**src/rtl/coin_pkg.sv**
```systemverilog
// Shared types and constants for the keypad scanner in front of the coin-charger control FSM.
package coin_pkg;

    localparam int KP_ROWS    = 4;
    localparam int KP_COLS    = 4;
    localparam int KEY_CODE_W = 4;

    typedef enum logic [1:0] {
        IDLE,
        PRESS_DEB,
        HELD,
        REL_DEB
    } kp_state_e;

    typedef enum logic [1:0] {
        SW_NONE,
        SW_ONE,
        SW_MULTI
    } sweep_e;

endpackage

```
**src/rtl/sync_edge.sv**
```systemverilog
// Multi-flop synchronizers for asynchronous inputs: a vector variant for plain levels and a
// single-bit variant that also produces a one-cycle rising-edge pulse.
module sync_vec #(
    parameter int WIDTH  = 1,
    parameter int STAGES = 2
) (
    input  logic             clk_i,
    input  logic             rst_ni,
    input  logic [WIDTH-1:0] async_i,
    output logic [WIDTH-1:0] sync_o
);

    logic [WIDTH-1:0] stage_q [STAGES];

    always_ff @(posedge clk_i or negedge rst_ni) begin
        if (!rst_ni) begin
            for (int i = 0; i < STAGES; i++) begin
                stage_q[i] <= '0;
            end
        end else begin
            stage_q[0] <= async_i;
            for (int i = 1; i < STAGES; i++) begin
                stage_q[i] <= stage_q[i-1];
            end
        end
    end

    assign sync_o = stage_q[STAGES-1];

endmodule

module sync_edge #(
    parameter int STAGES = 2
) (
    input  logic clk_i,
    input  logic rst_ni,
    input  logic async_i,
    output logic rise_o
);

    logic level;
    logic prev_q;

    sync_vec #(
        .WIDTH  (1),
        .STAGES (STAGES)
    ) u_sync (
        .clk_i   (clk_i),
        .rst_ni  (rst_ni),
        .async_i (async_i),
        .sync_o  (level)
    );

    always_ff @(posedge clk_i or negedge rst_ni) begin
        if (!rst_ni) begin
            prev_q <= 1'b0;
        end else begin
            prev_q <= level;
        end
    end

    assign rise_o = level & ~prev_q;

endmodule

```
**src/rtl/keypad_scanner.sv**
```systemverilog
// 4x4 active-low keypad scanner: one column per scan tick, whole-sweep debounce, one event per press.
// ICLK is only ever sampled as a level; all state lives on OCLK.
module keypad_scanner
    import coin_pkg::*;
#(
    parameter int DEB_SWEEPS  = 3,
    parameter int SYNC_STAGES = 2
) (
    input  logic                  OCLK,
    input  logic                  reset,
    input  logic                  ICLK,
    input  logic [KP_ROWS-1:0]    row_n,
    output logic [KP_COLS-1:0]    col_n,
    output logic [KEY_CODE_W-1:0] key_code,
    output logic                  key_valid,
    output logic                  key_held
);

    localparam int ROW_W = $clog2(KP_ROWS);
    localparam int COL_W = $clog2(KP_COLS);
    localparam logic [3:0]         DEB_N   = 4'(DEB_SWEEPS);
    localparam logic [KP_COLS-1:0] COL_ONE = KP_COLS'(1);
    localparam logic [COL_W-1:0]   COL_END = COL_W'(KP_COLS - 1);

    logic                  scan_tick;
    logic [KP_ROWS-1:0]    row_sync;

    logic [COL_W-1:0]      col_idx_q;
    logic [KP_COLS-1:0]    col_n_q;
    logic [1:0]            acc_cnt_q;
    logic [KEY_CODE_W-1:0] acc_code_q;
    kp_state_e             state_q;
    logic [3:0]            deb_cnt_q;
    logic [KEY_CODE_W-1:0] cand_q;
    logic [KEY_CODE_W-1:0] key_code_q;
    logic                  key_valid_q;
    logic                  key_held_q;

    logic [2:0]            row_pop;
    logic [ROW_W-1:0]      row_hit;
    logic [2:0]            cnt_sum;
    logic [1:0]            acc_cnt_d;
    logic [KEY_CODE_W-1:0] acc_code_d;
    sweep_e                sweep_res;
    logic                  sweep_end;
    logic [COL_W-1:0]      col_inc;
    logic [3:0]            deb_inc;

    sync_edge #(
        .STAGES (SYNC_STAGES)
    ) u_iclk_sync (
        .clk_i   (OCLK),
        .rst_ni  (reset),
        .async_i (ICLK),
        .rise_o  (scan_tick)
    );

    sync_vec #(
        .WIDTH  (KP_ROWS),
        .STAGES (SYNC_STAGES)
    ) u_row_sync (
        .clk_i   (OCLK),
        .rst_ni  (reset),
        .async_i (row_n),
        .sync_o  (row_sync)
    );

    // The sweep result includes the column being sampled right now, so the FSM sees the whole sweep.
    always_comb begin
        row_pop = '0;
        row_hit = '0;
        for (int r = 0; r < KP_ROWS; r++) begin
            if (!row_sync[r]) begin
                row_pop = row_pop + 3'd1;
                row_hit = ROW_W'(r);
            end
        end
        cnt_sum    = {1'b0, acc_cnt_q} + row_pop;
        acc_cnt_d  = (cnt_sum >= 3'd2) ? 2'd2 : cnt_sum[1:0];
        acc_code_d = acc_code_q;
        if (row_pop == 3'd1) begin
            acc_code_d = {col_idx_q, row_hit};
        end
        case (acc_cnt_d)
            2'd0:    sweep_res = SW_NONE;
            2'd1:    sweep_res = SW_ONE;
            default: sweep_res = SW_MULTI;
        endcase
        sweep_end = scan_tick && (col_idx_q == COL_END);
        col_inc   = col_idx_q + 1'b1;
        deb_inc   = deb_cnt_q + 4'd1;
    end

    always_ff @(posedge OCLK or negedge reset) begin
        if (!reset) begin
            col_idx_q   <= '0;
            col_n_q     <= ~COL_ONE;
            acc_cnt_q   <= '0;
            acc_code_q  <= '0;
            state_q     <= IDLE;
            deb_cnt_q   <= '0;
            cand_q      <= '0;
            key_code_q  <= '0;
            key_valid_q <= 1'b0;
            key_held_q  <= 1'b0;
        end else begin
            key_valid_q <= 1'b0;
            if (scan_tick) begin
                col_idx_q <= col_inc;
                col_n_q   <= ~(COL_ONE << col_inc);
                if (!sweep_end) begin
                    acc_cnt_q  <= acc_cnt_d;
                    acc_code_q <= acc_code_d;
                end else begin
                    acc_cnt_q  <= '0;
                    acc_code_q <= '0;
                    case (state_q)
                        IDLE: begin
                            if (sweep_res == SW_ONE) begin
                                if (DEB_N == 4'd1) begin
                                    key_code_q  <= acc_code_d;
                                    key_valid_q <= 1'b1;
                                    key_held_q  <= 1'b1;
                                    state_q     <= HELD;
                                end else begin
                                    cand_q    <= acc_code_d;
                                    deb_cnt_q <= 4'd1;
                                    state_q   <= PRESS_DEB;
                                end
                            end
                        end
                        PRESS_DEB: begin
                            if (sweep_res == SW_ONE && acc_code_d == cand_q) begin
                                if (deb_inc == DEB_N) begin
                                    key_code_q  <= cand_q;
                                    key_valid_q <= 1'b1;
                                    key_held_q  <= 1'b1;
                                    deb_cnt_q   <= '0;
                                    state_q     <= HELD;
                                end else begin
                                    deb_cnt_q <= deb_inc;
                                end
                            end else begin
                                deb_cnt_q <= '0;
                                state_q   <= IDLE;
                            end
                        end
                        HELD: begin
                            if (sweep_res == SW_NONE) begin
                                if (DEB_N == 4'd1) begin
                                    key_held_q <= 1'b0;
                                    state_q    <= IDLE;
                                end else begin
                                    deb_cnt_q <= 4'd1;
                                    state_q   <= REL_DEB;
                                end
                            end
                        end
                        REL_DEB: begin
                            if (sweep_res == SW_NONE) begin
                                if (deb_inc == DEB_N) begin
                                    key_held_q <= 1'b0;
                                    deb_cnt_q  <= '0;
                                    state_q    <= IDLE;
                                end else begin
                                    deb_cnt_q <= deb_inc;
                                end
                            end else begin
                                deb_cnt_q <= '0;
                                state_q   <= HELD;
                            end
                        end
                        default: begin
                            deb_cnt_q <= '0;
                            state_q   <= IDLE;
                        end
                    endcase
                end
            end
        end
    end

    assign col_n     = col_n_q;
    assign key_code  = key_code_q;
    assign key_valid = key_valid_q;
    assign key_held  = key_held_q;

endmodule
```
**config.mk**
```make
export PLATFORM = sky130hd
export DESIGN_NAME = keypad_scanner
export DESIGN_NICKNAME = d
export VERILOG_FILES = /design/src/rtl/coin_pkg.sv /design/src/rtl/sync_edge.sv /design/src/rtl/keypad_scanner.sv
export SDC_FILE = /design/constraint.sdc
export NUM_CORES = 1
export LEC_CHECK = 0
export BUFFER_PORTS_ARGS = -buffer_cell sky130_fd_sc_hd__buf_2
export CAP_MARGIN = 15
export CORE_ASPECT_RATIO = 0.6
export CORE_MARGIN = 5
export CORE_UTILIZATION = 59
export DETAILED_ROUTE_END_ITERATION = 16
export PLACE_DENSITY = 0.79
export SYNTH_ARGS = -nofsm -noshare
export SYNTH_HDL_FRONTEND = slang
export SYNTH_HIERARCHICAL = 1
export SYNTH_SLANG_ARGS = --single-unit
```
**constraint.sdc**
```tcl
create_clock -name OCLK -period 5.5 [get_ports OCLK]
set_input_delay 1.1 -clock OCLK [delete_from_list [all_inputs] [get_ports OCLK]]
set_output_delay 1.1 -clock OCLK [all_outputs]
set_load 0.02 [all_outputs]
```
==> impl_metrics.json <==
{
  "crit_arrival_ns": 4.52,
  "drive_above_1_share_pct": 18.50,
  "route.detailed.drc": 0,
  "worst-path-max-fanout": 8,
  "grt_pass1_wl_mm": 6.782,
  "fin_crit_ns": 4.337,
  "firstDrtPassIters": 4,
  "fin_crit_sh_pct": 78.85,
  "io-pin-count": 17,
  "grtUsageTotal_pct": 18.33,
  "drv_cap": 0,
  "synth_top_area_share_pct": 44.09,
  "synth_edf_count": 0,
  "dp_hpwl_mm": 3.076,
  "die_h_um": 55.59,
  "grt_pass1_vias": 1414,
  "routed_wirelength_mm": 4.039,
  "die_area_sq_mm": 0.004779,
  "netSwitchingFraction_pct": 36.43,
  "slew_headroom_pct": 43.25,
  "syn-instance-count": 186,
  "ir_drop_uv": 314.4,
  "clock_latency_ns": 0.29,
  "place.gp.congestion": 0.8588,
  "critical_path.most_common_cell": "ha_1",
  "rr_worst_depth": 11,
  "fin_skew_ns": 0.008383,
  "synth_seq_area_share_pct": 47.95,
  "setup_violations": 0,
  "cts_tree": "yes",
  "grt_max_degree": 40,
  "hold_viol_final": 0,
  "path_cells": "inv_1 -> ha_1 -> xnor2_1 -> ha_1 -> mux2_2 -> fa_1 -> xnor3_1 -> a2111oi_1 -> nand3_1 -> or4_1 -> mux2_4",
  "startpoint_type": "register",
  "io_buffers": 16,
  "diodes": 0,
  "routed_via_density": 5.894,
  "slew_viol_final": 0,
  "tightest_slew_ns": 0.8512,
  "rows": 16,
  "holdPathStages": 0,
  "path_buf_inv": 1,
  "cp_num_cells": 11,
  "p_comb_share_pct": 31.0,
  "netlist_area_sq_mm": 0.002043,
  "core_sq_mm": 0.003303,
  "synth.largest_area_cell": "dfrtp_1",
  "crit_family": "adder cells",
  "crit_path_end_kind": "register",
  "p_int_mw": 0.5575,
  "yosys-top-cells-count": "dfrtp_1, nand2_1, o21ai_0, inv_1, ha_1",
  "syn-mean-instance-area_sq_um": 10.99,
  "cts_sinks": 39,
  "synth.area.top_cells": "dfrtp_1, ha_1, dfstp_2",
  "synthToLayoutAreaGrowth_pct": 8.145,
  "gr-total-overflow": 0,
  "clock_path_buffers": 2,
  "rsz0062_at_grt": "no",
  "critPathSlowestCell": "or4_1",
  "synth_nets": 204,
  "drt_iter0_markers": 108,
  "status": "complete, no violations",
  "critPathKind": "reg -> reg",
  "finalNetCount": 217,
  "clockRootBuffer": "clkbuf_8",
  "synth_ff_type": "dfrtp_1",
  "seqPwrFrac_pct": 47.6,
  "cts_buffers": 5,
  "fmax_mhz": 230.6,
  "detail-route-antenna-nets": 0,
  "dr_total_vias": 1444,
  "clkPwrFrac_pct": 21.4,
  "power-per-cell-area_mw_per_mm2": 396.9,
  "cts_hold_buf": 0,
  "wl_per_cell_um": 16.49,
  "cts.clk_slew.worst_paths_ns": 0.08,
  "hp-class": "reg -> reg",
  "leakage_nw": 1.039,
  "cts_setup_buffers": 0,
  "crit_required_ns": 5.68,
  "ys_warn_count": 6,
  "antenna_found_initial": 0,
  "start_util_pct": 61.86,
  "synth-async-reset-ratio_pct": 100.0,
  "ys_seq_elements": 39,
  "fin_hold_ws_ns": 0.3510,
  "slowest_delay_ns": 0.68,
  "setup_tns_ns": 0,
  "post-synth-top-count-cell": "dfrtp_1",
  "htreeDepth": 2,
  "ys_types": 54,
  "cts_resized": 0,
  "die_x_um": 85.97,
  "p_switching_mw": 0.3195
}
## cell families (layout without fill, tap and decap cells)
logic type                 count (synthesis)  in the layout  synth area share (%)
and+or+nand+nor                           53             53                 14.45
AOI/OAI and AO/OA                         43             43                 15.62
DFF                                       39             39                 47.95
buffers and inverters                     22             36                 4.899
adders and majority gates                 11             11                 7.104
xor gates and xnor gates                  11             11                 5.389
muxes                                      7              7                 4.593
## stage by stage
step	setup WS, ns	util [%]	cells	total power, mW	instance area [sq um]
CTS	1.171	66.89	245	0.8778	2210
floorplan	1.423	-	186	0.6111	2043
finish	1.163	66.89	245	0.8770	2210
global route	0.9146	66.89	245	0.9355	2210
detailed placement	1.179	64.32	237	0.6908	2125
global placement	1.429	64.32	237	0.6707	2125
## state kept, by name (all words and copies together), names as in the netlist, 4 cells and up
name and cells:
acc_code_q 4, cand_q 4, col_n 4, deb_cnt_q 4, key_code 4, u_row_sync/stage_q 4, u_row_sync/sync_o 4
## final cells by class
class,count,area (sq um)
Sequential cell,39,979.7
Timing Repair Buffer,16,80.08
Inverter,12,45.04
Clock inverter,2,12.51
Tap cell,45,56.30
Fill cell,262,1094
Multi-Input combinational cell,125,963.4
Clock buffer,6,72.57
## routing by layer
layer	share of wire, %	wire length [um]	GRT usage (%)
met5	0	0	0
met2	46	1846	27.00
met3	7.5	304	5.473
met1	45	1821	24.88
met4	1.7	68	8.126
## placed cells by master, fill, tap and decap left out, types with 4 or more instances in the layout
cell       synthesis  layout
o21ai_0           13      13
xor2_1             5       5
nor4_1             4       4
o2bb2ai_1          4       4
nand3_1            4       4
buf_2              2      16
inv_1             12      12
nand2_1           17      17
ha_1              10      10
dfrtp_1           36      36
xnor2_1            5       5
nor2_1             4       4
clkbuf_8           0       5
mux2_4             4       4
## power by group through the flow
| stage | Combinational [mW] | Sequential (mW) | Clock (mW) |
|---|---|---|---|
| CTS | 0.270 | 0.417 | 0.191 |
| detailed placement | 0.268 | 0.422 | 0 |
| global placement | 0.253 | 0.417 | 0 |
| global route | 0.306 | 0.426 | 0.204 |
| floorplan | 0.198 | 0.413 | 0 |
| finish | 0.272 | 0.417 | 0.188 |
## worst paths after layout
kind	start	end	slack [ns]
hold reg to reg	u_iclk_sync/u_sync/stage_q[1]$_DFF_PN0_	u_iclk_sync/u_sync/sync_o$_DFF_PN0_	0.35
setup reg to reg	u_row_sync/sync_o[0]$_DFF_PN0_	key_code[2]$_DFFE_PN0P_	1.16
max in group asynchronous	reset	acc_code_q[1]$_DFFE_PN0P_	4.06
hold / removal	u_iclk_sync/u_sync/stage_q[1]$_DFF_PN0_	u_iclk_sync/u_sync/sync_o$_DFF_PN0_	0.35
min in group asynchronous	reset	u_iclk_sync/u_sync/stage_q[1]$_DFF_PN0_	0.90
setup / recovery	u_row_sync/sync_o[0]$_DFF_PN0_	key_code[2]$_DFFE_PN0P_	1.16
(Power assumes the default switching activity.)
